### config.mk
export PLATFORM = sky130hd
export DESIGN_NAME = vault_work_dispatcher
export DESIGN_NICKNAME = d
export VERILOG_FILES = /design/src/rtl/vault_work_dispatcher.sv
export SDC_FILE = /design/constraint.sdc
export NUM_CORES = 2
export LEC_CHECK = 0
export BUFFER_PORTS_ARGS = -buffer_cell sky130_fd_sc_hd__clkbuf_2
export CAP_MARGIN = 5
export CELL_PAD_IN_SITES_DETAIL_PLACEMENT = 0
export CELL_PAD_IN_SITES_GLOBAL_PLACEMENT = 1
export CORE_AREA = 3 3 543 545
export DETAILED_ROUTE_END_ITERATION = 8
export DIE_AREA = 0 0 546 548
export PLACE_DENSITY = 0.43
export SLEW_MARGIN = 10
export SYNTH_ARGS = -nofsm -noshare
export SYNTH_HDL_FRONTEND = slang
export SYNTH_SLANG_ARGS = --single-unit
### constraint.sdc
create_clock -name clk -period 2.8 [get_ports clk]
set_clock_uncertainty 0.05 [all_clocks]
set_input_delay 0.7 -clock clk [delete_from_list [all_inputs] [get_ports clk]]
set_output_delay 0.7 -clock clk [all_outputs]
set_load 0.05 [all_outputs]
### src/rtl/vault_work_dispatcher.sv
// Host-side job dispatcher for the vault mining core: loads headers into the core,
// filters golden_nonce and returns tagged FOUND / TIMEOUT / STALE results.
module vault_work_dispatcher #(
   parameter int TIMEOUT_CYCLES = 1000,
   parameter int SETTLE_CYCLES  = 4,
   parameter bit PREEMPT        = 1'b1
) (
   input  logic         clk,
   input  logic         rst_n,
   input  logic         job_valid,
   output logic         job_ready,
   input  logic [639:0] job_header,
   input  logic [7:0]   job_id,
   output logic [639:0] work_package,
   input  logic [31:0]  golden_nonce,
   output logic         res_valid,
   input  logic         res_ready,
   output logic [31:0]  res_nonce,
   output logic [7:0]   res_job_id,
   output logic [1:0]   res_status,
   output logic         busy,
   output logic [15:0]  shares_found,
   output logic [1:0]   dbg_state
);

   localparam logic [1:0] S_IDLE   = 2'd0;
   localparam logic [1:0] S_SETTLE = 2'd1;
   localparam logic [1:0] S_MINE   = 2'd2;
   localparam logic [1:0] S_REPORT = 2'd3;

   localparam logic [1:0] ST_FOUND   = 2'b01;
   localparam logic [1:0] ST_TIMEOUT = 2'b10;
   localparam logic [1:0] ST_STALE   = 2'b11;

   // Timer may step one past the deadline when a FOUND lands on the last cycle.
   localparam int TW = $clog2(TIMEOUT_CYCLES + 2);
   localparam int SW = (SETTLE_CYCLES > 1) ? $clog2(SETTLE_CYCLES + 1) : 1;
   localparam logic [TW-1:0] TIMER_LAST  = TW'(TIMEOUT_CYCLES - 1);
   localparam logic [SW-1:0] SETTLE_LAST = SW'(SETTLE_CYCLES - 1);

   logic [1:0]    state_q, state_d;
   logic [639:0]  work_q, work_d;
   logic [7:0]    cur_id_q, cur_id_d;
   logic          pend_valid_q, pend_valid_d;
   logic [639:0]  pend_header_q, pend_header_d;
   logic [7:0]    pend_id_q, pend_id_d;
   logic [31:0]   last_nonce_q, last_nonce_d;
   logic [TW-1:0] timer_q, timer_d;
   logic [SW-1:0] settle_q, settle_d;
   logic          res_valid_q, res_valid_d;
   logic [31:0]   res_nonce_q, res_nonce_d;
   logic [7:0]    res_id_q, res_id_d;
   logic [1:0]    res_status_q, res_status_d;
   logic [15:0]   shares_q, shares_d;

   logic job_ready_c;
   logic job_fire;
   logic res_fire;
   logic nonce_new;

   // Handshakes: a transfer happens on a rising edge where valid && ready; the
   // offering side holds valid and its payload stable until that edge.
   assign job_ready_c = (state_q == S_IDLE) ? 1'b1 : (PREEMPT ? ~pend_valid_q : 1'b0);
   assign job_fire    = job_valid & job_ready_c;
   assign res_fire    = res_valid_q & res_ready;
   assign nonce_new   = (golden_nonce != 32'd0) && (golden_nonce != last_nonce_q);

   always_comb begin
      state_d       = state_q;
      work_d        = work_q;
      cur_id_d      = cur_id_q;
      pend_valid_d  = pend_valid_q;
      pend_header_d = pend_header_q;
      pend_id_d     = pend_id_q;
      last_nonce_d  = last_nonce_q;
      timer_d       = timer_q;
      settle_d      = settle_q;
      res_valid_d   = res_valid_q;
      res_nonce_d   = res_nonce_q;
      res_id_d      = res_id_q;
      res_status_d  = res_status_q;
      shares_d      = shares_q;

      case (state_q)
         S_IDLE: begin
            if (job_fire) begin
               work_d       = job_header;
               cur_id_d     = job_id;
               last_nonce_d = 32'd0;
               timer_d      = '0;
               settle_d     = '0;
               state_d      = S_SETTLE;
            end
         end
         S_SETTLE, S_MINE: begin
            if (state_q == S_SETTLE) settle_d = settle_q + 1'b1;
            else                     timer_d  = timer_q + 1'b1;
            if (PREEMPT && job_fire) begin
               pend_valid_d  = 1'b1;
               pend_header_d = job_header;
               pend_id_d     = job_id;
               res_valid_d   = 1'b1;
               res_status_d  = ST_STALE;
               res_nonce_d   = 32'd0;
               res_id_d      = cur_id_q;
               state_d       = S_REPORT;
            end else if (state_q == S_SETTLE) begin
               if (settle_q >= SETTLE_LAST) state_d = S_MINE;
            end else if (nonce_new) begin
               res_valid_d  = 1'b1;
               res_status_d = ST_FOUND;
               res_nonce_d  = golden_nonce;
               res_id_d     = cur_id_q;
               last_nonce_d = golden_nonce;
               shares_d     = (shares_q == 16'hFFFF) ? shares_q : shares_q + 16'd1;
               state_d      = S_REPORT;
            end else if (timer_q >= TIMER_LAST) begin
               res_valid_d  = 1'b1;
               res_status_d = ST_TIMEOUT;
               res_nonce_d  = 32'd0;
               res_id_d     = cur_id_q;
               state_d      = S_REPORT;
            end
         end
         default: begin
            if (job_fire) begin
               pend_valid_d  = 1'b1;
               pend_header_d = job_header;
               pend_id_d     = job_id;
            end
            if (res_fire) begin
               res_valid_d = 1'b0;
               if (pend_valid_q || job_fire) begin
                  work_d       = pend_valid_q ? pend_header_q : job_header;
                  cur_id_d     = pend_valid_q ? pend_id_q : job_id;
                  pend_valid_d = 1'b0;
                  last_nonce_d = 32'd0;
                  timer_d      = '0;
                  settle_d     = '0;
                  state_d      = S_SETTLE;
               end else if (res_status_q == ST_FOUND) begin
                  state_d = S_MINE;
               end else begin
                  state_d = S_IDLE;
               end
            end
         end
      endcase
   end

   always_ff @(posedge clk) begin
      if (!rst_n) begin
         state_q       <= S_IDLE;
         work_q        <= '0;
         cur_id_q      <= '0;
         pend_valid_q  <= 1'b0;
         pend_header_q <= '0;
         pend_id_q     <= '0;
         last_nonce_q  <= '0;
         timer_q       <= '0;
         settle_q      <= '0;
         res_valid_q   <= 1'b0;
         res_nonce_q   <= '0;
         res_id_q      <= '0;
         res_status_q  <= '0;
         shares_q      <= '0;
      end else begin
         state_q       <= state_d;
         work_q        <= work_d;
         cur_id_q      <= cur_id_d;
         pend_valid_q  <= pend_valid_d;
         pend_header_q <= pend_header_d;
         pend_id_q     <= pend_id_d;
         last_nonce_q  <= last_nonce_d;
         timer_q       <= timer_d;
         settle_q      <= settle_d;
         res_valid_q   <= res_valid_d;
         res_nonce_q   <= res_nonce_d;
         res_id_q      <= res_id_d;
         res_status_q  <= res_status_d;
         shares_q      <= shares_d;
      end
   end

   assign job_ready    = job_ready_c;
   assign work_package = work_q;
   assign res_valid    = res_valid_q;
   assign res_nonce    = res_nonce_q;
   assign res_job_id   = res_id_q;
   assign res_status   = res_status_q;
   assign busy         = (state_q != S_IDLE);
   assign shares_found = shares_q;
   assign dbg_state    = state_q;

endmodule
==> results.txt <==
The number of pins exceeding their max-slew limit in the final report came out at 0. Of all nets on the critical path, the largest fanout is 3. In this run the remaining antenna-violating nets after routing total 0.

The run gives 0.1273 ns as the least setup slack across all paths after layout. Among cell families on the critical path, the largest total delay comes from buffers and inverters. No sink is reached through more buffers than the 4 on the longest clock path.

Synthesis handed over a netlist of 6949 instances. For the post-placement cell count, the log shows 11810. dfxtp_1 takes more of the synthesized area than any other cell.

The share of synthesized registers carrying an async set or reset is 0, and the count of input and output buffers is 1386. The max-capacitance violation count was 0; the pin count of the biggest net entering global routing was 133. Maximum vdd ir drop: 593.7 uV.

By area the synthesized netlist is led by dfxtp_1, nand2_1, a311oi_1, a21oi_1, nor2_1. The starting density of the core was 0.1869. 1387 I/O pins were placed.

Initial antenna violation count: 120. The number of library cell types mapped by synthesis was 57; the maximum cell stage delay along the critical path was 0.35 ns. For the post-placement worst setup slack, the log shows -0.09703 ns.

Total power for the finished layout comes to 92.93 mW. The area enclosed by the die boundary was 299200 um2. The tree built by TritonCTS fans out to 1403 sinks. Yosys printed 0 warnings.

The run gives 6 as the number of detailed-routing iterations run before antenna repair. In the synthesized netlist the dominant register cell turns out to be dfxtp_1. Combined flip-flop and latch cell area: 28090 um2.

The final layout contains 9309 nets. The number of rows created at floorplan is 198, and the area of the core is 290600 um2. The count of cells in the finished layout, fillers not included, comes to 12710. The synthesized cell area was 54300 um2; the count of flip-flops with a built-in enable after synthesis was 0. The total power per unit cell area is 1202 nW/um2.

Across all hold checks on the routed design, the worst slack comes to 0.09637 ns. The later pin in the worst-skew pair is clocked with a latency of 0.82 ns. The leakage component of the power is 30.68 nW.

The fraction of layout cells with a size suffix above 1 is 0.2105, and the routed wirelength normalized by instance count is 22.39 um. The tools report the number of buffers inserted during clock tree synthesis as 183. The average size of a mapped cell was 7.815 um2. Setup slack on the worst reg-to-reg path comes out at 0.23 ns. TritonCTS built the clock tree. The final-report hold violation count is 0, and the layout overhead on the synthesized area is 42.39%. In this run the number of H-tree levels came out at 4. The endpoint required time on the critical path came out at 2.05 ns.

The tightest min-delay check is of the in2reg type. The horizontal die dimension came out at 546 um. The run gives 55520 as the number of vias in the routed layout. The half-perimeter wire length of the detailed placement result was 203.7 mm; the actual slew at the worst max-slew pin was 0.8369 ns. For this design, the slowest cell found on the critical path is dfxtp_2. Counting I/O delays and the setup requirement, the final critical path takes 2.673 ns.

STA classifies the critical path startpoint as a flip-flop. For this run the aggregate overflow at the end of global routing stands at 0. The synthesized design contains 1403 register bits. The area of combinational cells with multiple inputs was 23730 um2; the number of DRC markers after the initial detailed-route iteration was 3685.

The DRC violations left was 0. The root cell of the clock tree is clkbuf_16. Post-route clock period utilization: 0.9545. Wires add up to 284.5 mm. The critical path is of the reg2out type.

The arrival time of data at the critical path endpoint is 1.92 ns, and the via-per-instance ratio is 4.369. The first global-routing pass estimated 402.7 mm of wire. The die is 548 um tall. Area share of the largest cell type after synthesis: 0.5172. Walking the worst path, the cells encountered are inv_2, ha_4, nor2b_4, inv_8, buf_16, clkbuf_16. When the netlist entered floorplanning its net count stood at 7640.

The library cells used most frequently in the layout, excluding fill and tap cells, are nand2_1, dfxtp_1, clkbuf_2. Setup repair after global routing left no endpoint under its margin. The buffering stage count on the worst path with inverters included came out at 4. For the final-report setup violation count, the log shows 0.

The number of global-route vias before repair is 52240, and the tightest slew margin relative to the limit is 0.4421. The library cell used most frequently in the layout, excluding fill and tap cells, is nand2_1. After clock tree synthesis, the clock-pin slew on the worst setup and hold paths is 0.06 ns. STA classifies the critical path endpoint as an output pin.

The flow ran to the end, and the final reports show no timing, DRC or antenna violations. Final estimated routing congestion in global placement: 0.8472. The run gives 0.5172 as the sequential fraction of the synthesis area. Static timing analysis puts the maximum clock frequency at 374.2 MHz. The run gives 0.1809 as the overall fraction of global-route tracks in use. The run gives 32050 as the filler cell count in the final layout.
==> cell usage after synthesis, types with 10 or more instances <==
cell / count
nor2_1: 668
buf_2: 145
nand4_1: 16
a22o_1: 32
nand3_1: 14
nor4_1: 12
a21oi_1: 665
dfxtp_1: 1403
nand2_1: 2694
mux2i_1: 50
a311oi_1: 649
xnor2_1: 32
buf_1: 20
clkbuf_1: 435
inv_1: 10
==> power by group <==
part           internal, mW  switching, mW  total, mW
combinational          10.0           30.6       40.6
clock                  13.5           9.61       23.1
sequential             25.5           3.70       29.2
total                  49.0           43.9       92.9
==> through the flow <==
stage / setup TNS (ns) / utilization / cell area (um2)
global route: 0 / 0.2659 / 77270
finish: 0 / 0.2661 / 77320
detailed placement: -2.331 / 0.2274 / 66090
floorplan: 0 / - / 54310
global placement: -8.247 / 0.2274 / 66090
CTS: 0 / 0.2656 / 77190
==> registers in the layout (all words and copies together) (netlist names) <==
| name | count |
|---|---|
| last_nonce_q | 32 |
| timer_q | 10 |
| dbg_state | 2 |
| res_nonce | 32 |
| shares_found | 16 |
| res_status | 2 |
| res_job_id | 8 |
| pend_header_q | 640 |
| settle_q | 3 |
| pend_id_q | 8 |
| work_package | 640 |
| res_valid | 1 |
| pend_valid_q | 1 |
| cur_id_q | 8 |
==> final cells by class <==
cell class | count | share of cell area
Sequential cell | 1403 | 0.3633
Multi-Input combinational cell | 4928 | 0.3069
Timing Repair Buffer | 2091 | 0.1899
Clock buffer | 295 | 0.07040
Tap cell | 3900 | 0.06311
Clock inverter | 26 | 0.003964
Antenna cell | 54 | 0.001748
Inverter | 11 | 0.0007767
==> timing repair <==
action / CTS / global route
hold buffers: 519 / 0
buffers inserted: 5 / 0
setup endpoints to repair: 4 / 8
gates resized for setup: 10 / 1
cloned: 2 / 0
hold endpoints to repair: 774 / 0
==> metal layers <==
layer,GRT usage,wire length (um)
met1,0.2189,117500
met2,0.3051,135500
met3,0.06122,23330
met4,0.04735,7563
met5,0,509
==> worst min-delay path, delay by kind of cell <==
kind / cells / cell delay (ns)
buffers and inverters: 1 / 0.11
and+or+nand+nor: 1 / 0.06
AOI/OAI and AO/OA: 1 / 0.05
==> kinds of logic after synthesis <==
logic type      after synthesis  synth area share
flops                      1403            0.5172
xor+xnor                     38          0.006129
compound gates             1378            0.1757
buf+inv                     618           0.04661
mux                          50          0.009216
simple gates               3455            0.2435
fa+ha+maj                     7          0.001613
==> path summary, 6_finish.rpt <==
kind / from / endpoint / cells after the start
max: dbg_state[1] / job_ready / 6
min: job_header[481] / pend_header_q[481] / 3
max reg2reg: dbg_state[1] / work_package[636] / 10
min reg2reg: pend_header_q[193] / work_package[193] / 2
Power figures use the tool's default switching activity.
